## config.mk

```make
export PLATFORM = sky130hd
export DESIGN_NAME = hex_entry
export DESIGN_NICKNAME = d
export VERILOG_FILES = /design/src/rtl/hex_entry.sv
export SDC_FILE = /design/constraint.sdc
export NUM_CORES = 1
export LEC_CHECK = 0
export CAP_MARGIN = 30
export CORE_MARGIN = 3
export CORE_UTILIZATION = 44
export CTS_CLUSTER_DIAMETER = 100
export CTS_CLUSTER_SIZE = 12
export DETAILED_ROUTE_END_ITERATION = 7
export PLACE_DENSITY = 0.73
export SLEW_MARGIN = 10
export SYNTH_ARGS = -nofsm -noshare
export SYNTH_HDL_FRONTEND = slang
export SYNTH_SLANG_ARGS = --single-unit
```

## constraint.sdc

```tcl
create_clock -name clk -period 1.8 [get_ports clk]
set_input_delay 0.54 -clock clk [delete_from_list [all_inputs] [get_ports clk]]
set_output_delay 0.54 -clock clk [all_outputs]
set_load 0.02 [all_outputs]
```

## src/rtl/hex_entry.sv

```systemverilog
// Debounced hex-digit entry: shifts di into a 4-digit register on each accepted button press.
// Optional autorepeat while the button is held is enabled by defining HEX_ENTRY_AUTOREPEAT_EN.
module hex_entry #(
  parameter int unsigned DEB_MS     = 20,
  parameter int unsigned REP_DLY_MS = 500,
  parameter int unsigned REP_MS     = 100
) (
  input  logic        clk,
  input  logic        R,
  input  logic        ce1ms,
  input  logic        btn,
  input  logic        btn_clr,
  input  logic [3:0]  di,
  output logic [15:0] dat,
  output logic [2:0]  nd,
  output logic        key,
  output logic        pressed
);

  localparam logic [7:0] DebLast = 8'(DEB_MS - 1);

  typedef enum logic [1:0] {StRel, StChkP, StPrs, StChkR} state_e;

  state_e      state_q, state_d;
  logic [7:0]  cnt_q, cnt_d;
  logic        btn_m_q, btn_s_q, clr_m_q, clr_s_q;
  logic [15:0] dat_q, dat_d;
  logic [2:0]  nd_q, nd_d;
  logic        key_q, key_d;
  logic        deb_acc, rep_acc, accept;

  always_ff @(posedge clk) begin
    if (R) begin
      btn_m_q <= 1'b0;
      btn_s_q <= 1'b0;
      clr_m_q <= 1'b0;
      clr_s_q <= 1'b0;
    end else begin
      btn_m_q <= btn;
      btn_s_q <= btn_m_q;
      clr_m_q <= btn_clr;
      clr_s_q <= clr_m_q;
    end
  end

  always_ff @(posedge clk) begin
    if (R) begin
      state_q <= StRel;
      cnt_q   <= '0;
    end else begin
      state_q <= state_d;
      cnt_q   <= cnt_d;
    end
  end

  always_comb begin
    state_d = state_q;
    cnt_d   = cnt_q;
    deb_acc = 1'b0;
    unique case (state_q)
      StRel: begin
        if (btn_s_q) begin
          state_d = StChkP;
          cnt_d   = '0;
        end
      end
      StChkP: begin
        if (!btn_s_q) begin
          state_d = StRel;
        end else if (ce1ms) begin
          if (cnt_q == DebLast) begin
            state_d = StPrs;
            deb_acc = 1'b1;
          end else begin
            cnt_d = cnt_q + 8'd1;
          end
        end
      end
      StPrs: begin
        if (!btn_s_q) begin
          state_d = StChkR;
          cnt_d   = '0;
        end
      end
      StChkR: begin
        if (btn_s_q) begin
          state_d = StPrs;
        end else if (ce1ms) begin
          if (cnt_q == DebLast) begin
            state_d = StRel;
          end else begin
            cnt_d = cnt_q + 8'd1;
          end
        end
      end
    endcase
  end

  always_comb begin
    pressed = (state_q == StPrs) || (state_q == StChkR);
  end

`ifdef HEX_ENTRY_AUTOREPEAT_EN
  localparam logic [9:0] RepDlyLast = 10'(REP_DLY_MS - 1);
  localparam logic [9:0] RepLast    = 10'(REP_MS - 1);

  logic [9:0] rep_q, rep_d;
  logic       rep_first_q, rep_first_d;

  // Cleared only on a fresh press; a bounce back from StChkR resumes the count.
  always_comb begin
    rep_d       = rep_q;
    rep_first_d = rep_first_q;
    rep_acc     = 1'b0;
    if (state_q == StChkP && state_d == StPrs) begin
      rep_d       = '0;
      rep_first_d = 1'b1;
    end else if (state_q == StPrs && ce1ms) begin
      if (rep_q == (rep_first_q ? RepDlyLast : RepLast)) begin
        rep_acc     = 1'b1;
        rep_d       = '0;
        rep_first_d = 1'b0;
      end else begin
        rep_d = rep_q + 10'd1;
      end
    end
  end

  always_ff @(posedge clk) begin
    if (R) begin
      rep_q       <= '0;
      rep_first_q <= 1'b1;
    end else begin
      rep_q       <= rep_d;
      rep_first_q <= rep_first_d;
    end
  end
`else
  assign rep_acc = 1'b0;
`endif

  assign accept = deb_acc | rep_acc;

  // Clear wins over a simultaneous acceptance but leaves the debounce FSM alone.
  always_comb begin
    dat_d = dat_q;
    nd_d  = nd_q;
    key_d = 1'b0;
    if (clr_s_q) begin
      dat_d = '0;
      nd_d  = '0;
    end else if (accept) begin
      dat_d = {dat_q[11:0], di};
      nd_d  = (nd_q == 3'd4) ? 3'd4 : nd_q + 3'd1;
      key_d = 1'b1;
    end
  end

  always_ff @(posedge clk) begin
    if (R) begin
      dat_q <= '0;
      nd_q  <= '0;
      key_q <= 1'b0;
    end else begin
      dat_q <= dat_d;
      nd_q  <= nd_d;
      key_q <= key_d;
    end
  end

  assign dat = dat_q;
  assign nd  = nd_q;
  assign key = key_q;

endmodule
```

# Yosys cells after proc, flatten, opt, wreduce, memory -nomap -nowiden
# Index checks and enable logic that the tools add are counted.
# word_totals
register_bits	34
out_inout_bits	21
# classes
n_addsub	2
n_eq_ne	13
muxes	22
reduce_logical	5
# ops
op	count
$mux W8	6
$pmux W8 S4	1
$mux W2	8
$ne A3 B3 Y1 const B	4
$add A8 B1 Y8 const B	1
$eq A8 B5 Y1 const B	1
$ne A2 B2 Y1 const B	4
$pmux W2 S4	1
$reduce_and A6 Y1	1
$mux W1	5
$eq A2 B2 Y1 const B	2
$reduce_and A4 Y1	1
$add A3 B1 Y3 const B	1
$eq A3 B3 Y1 const B	1
$mux W3	1
$eq A2 B1 Y1 const B	1
$logic_not A2 Y1	1
$reduce_or A2 Y1	1
$logic_or A1 B1 Y1	1

# Logic depth before layout (Yosys ltp)
# Gate-level depths: netlist of the first run.
# logic_depth
word_depth	6
depth_mapped	6

# Worst setup path after synthesis of the first run
# Ideal clock, no wire load.
# synth_timing
kind	reg-to-reg
start	register cnt_q[0]
end	register dat_q[10] (netlist: dat[10])
arrival_time_ps	1602
required_time_ps	1672
slack_ps	70
stages_incl_launch_ff	7
n_path_buf	1
cell_sequence	dfxtp_1 -> ha_1 -> and4bb_2 -> nand4_1 -> buf_1 -> mux2i_1 -> nor2_1
# synth_via
elab_chain_len	5
# synth_lines
item	line	rtl
start: declaration	25	logic [7:0] cnt_q, cnt_d;
start signal: assignment	52	cnt_q <= cnt_d;
$eq A8 B5 Y1	71	if (cnt_q == DebLast) begin
$mux W1	71	
$mux W1	70	end else if (ce1ms) begin
$mux W1	68	if (!btn_s_q) begin
$mux W1	60	unique case (state_q)
end signal: assignment	165	dat_q <= dat_d;
end: declaration	27	logic [15:0] dat_q, dat_d;
# No other way between the ends.
# A chain may end at the register's enable or synchronous reset.

==> run metrics, run 1 <==
CP Capture Point pressed; vias in the first global route roughly 1200; Detail Placement HPWL between 2000 and 2500 um; area grow syn2layout 37.9%; DIE AREA 0.00393 mm2; CP Capture Type output pin; initial core utilization 0.488; met1 track demand over resource 0.183; CP top delay family buffers and inverters; Residual DRC 0; Via density 5.07; fmax about 590 MHz; post-synthesis register bit count 34; total track usage 0.169; Reg-to-Reg End cnt_q[7]; Synth Flop Type dfxtp_1; Worst path depth 2; DRT iter0 DRCs 60; IO Port Bufs 29; CP bufs+invs 2; peak supply drop ~0.00058 V; async set-reset flop share out of synthesis 0; Mapped Nets ~170; largest cells by area after synthesis dfxtp_1 48%, mux2i_1 13%, nor2_1 5.3%, nand2_1 2.9%, nor3_1 2.8%; CTS H-tree depth 2; Ports 30; clk_lat worst skew roughly 0.34 ns; outcome completed; Avg Cell Area, Syn a little over 9 um2; layout cells sized above 1 0.151; worst-path maximum fanout 3; die outline width between 60 and 70 um; core area just under 0.003 mm2; Syn Inst Count 153; Post-Route WL about 3000 um; period utilization 0.950; Slowest cell on crit path dfxtp_1; total gr overflow 0; die extent in y 62.7 um; worst r2r src btn_s_q; Leak Pwr between 0.9 and 1 nW; fin cells about 240; clk_skew between 0.003 and 0.004 ns; met2 usage 0.282; sequential share of the synthesized area 0.481; setup ws final roughly 0.09 ns; Max stage delay on crit path ~0.37 ns; Hold Path Class flop to flop; Hold WS between 0.4 and 0.5 ns; max-cap violations 0; relative slew slack 0.754; crit path kind flop to output pin; critical path arrival 1.17 ns; Num CTS Buffers 5; RSZ-0062 raised after global routing false; worst path cell trace buf_4, dlygate4sd2_1; library cells used by synthesis 30; Register-to-Register Path Depth 4; Post-synth EDFFs 0; root buffer cell clkbuf_4; number of antenna-violating nets in the routed design 0; Rows 19; Yosys warnings 0; busiest grt layer met2; post-synth top area share 0.481; CTS tree done; DP Worst Slack -0.435 ns; met3 usage 0.0683; Tmin final approximately 1.7 ns; power density cells between 700 and 800 mW/mm2; first-pass GRT wire length approximately 5200 um; dpl cells between 200 and 250; commonest non-fill, non-tap cells in the layout 33 x dfxtp_1, 21 x dlygate4sd2_1, 20 x nor2_1; hold violation count in the final report 0; Req. time, crit path ~1.3 ns; CP startpoint kind flop; commonest non-fill, non-tap cell in the layout dfxtp_1; clk buf depth 2; Slew @ Worst Pin between 0.3 and 0.4 ns; WL/cell roughly 12 um; CTS Hold Bufs 0; fin nets 210; Synth Cell Area 0.00142 mm2; initial antenna violation count 0; vias after detailed routing 1223; antenna diode instance count 0; final setup vio count 0; flop2flop setup slack 0.12 ns; gpl congestion 0.853; largest net degree at the start of global routing 21; Clock transition at path regs between 0.1 and 0.15 ns; Fin Setup TNS 0 ns; area leader, netlist dfxtp_1; Final Slew Violations 0; drt pass-1 iters 4; clk sinks 34
-- per-stage QoR --
step,instance area (um2),utilization,power [mW]
finish,1950,0.673,1.52
floorplan,1420,-,0.799
global route,1950,0.673,1.59
global placement,1840,0.633,0.830
CTS,1930,0.664,1.54
detailed placement,1840,0.633,0.831
-- where the power goes --
part	internal [mW]	total [mW]	switching, mW
registers	0.757	0.759	0.00197
logic	0.0282	0.0555	0.0273
clock network	0.434	0.705	0.271
total	1.22	1.52	0.300
-- Yosys cell counts (all sizes together) (4+ instances only) --
master / number
a21oi: 7
and2: 4
clkbuf: 5
dfxtp: 34
inv: 5
mux2i: 19
nand2: 11
nand4: 4
nor2: 20
nor2b: 6
nor3: 8
o21ai: 5
-- routing by layer --
layer | part of all wire | up-vias
met3 | 0.055 | 7
li1 | - | 616
met4 | 0.018 | 0
met2 | 0.49 | 24
met5 | 0 | -
met1 | 0.44 | 576
-- what timing repair did --
action                     4_1_cts  5_1_grt
pin swaps                        2        2
gates resized for setup         23        7
buffers inserted                 0        1
gates cloned                     0        1
setup endpoints to repair       22       19
-- flip-flops by register name, summed over array words and instances, names as in the netlist, named ones only --
register / count
state_q: 1
btn_s_q: 1
clr_m_q: 1
dat: 16
nd: 3
key: 1
btn_m_q: 1
cnt_q: 8
clr_s_q: 1
-- logic make-up (layout without fill, tap and decap cells) --
kind of cell               count (synthesis)  in the layout  synth area share
AOI/OAI and AO/OA                         17             17            0.0707
xor gates and xnor gates                   3              3            0.0186
adders and majority gates                  3              3            0.0265
buffers and inverters                     12             58            0.0327
DFF                                       34             34             0.481
muxes                                     19             19             0.134
and+or+nand+nor                           65             65             0.236
-- worst min-delay path by stage --
stage,from,endpoint,depth (start not counted)
floorplan,btn_m_q,btn_s_q,1
global placement,btn_m_q,btn_s_q,1
detailed placement,btn_m_q,btn_s_q,1
CTS,btn_m_q,btn_s_q,1
global route,btn_m_q,btn_s_q,1
finish,btn_m_q,btn_s_q,1
-- worst register-to-register path, stage by stage (launching register included) --
cell and delay, ns:
dfxtp_1 0.35, xnor2_1 0.16, or4_4 0.54, or3_4 0.34, a211oi_2 0.21
-- area by class of cell --
cell class | instances | area (um2)
clock buffers | 5 | 37.5
clock inverters | 3 | 68.8
fillers | 261 | 948
inverters | 5 | 18.8
multi-input cells | 107 | 698
flip-flops and latches | 34 | 682
well taps | 42 | 52.6
repair buffers | 45 | 394
No activity file was read; power rests on OpenSTA's default activity.
==> run 2, diff against run 1 <==
ABC_CLOCK_PERIOD_IN_PS = 1800   (was unset)
==> results of run 2 <==
Same layout as run 1: the final DEF is identical, and so are final timing and power.
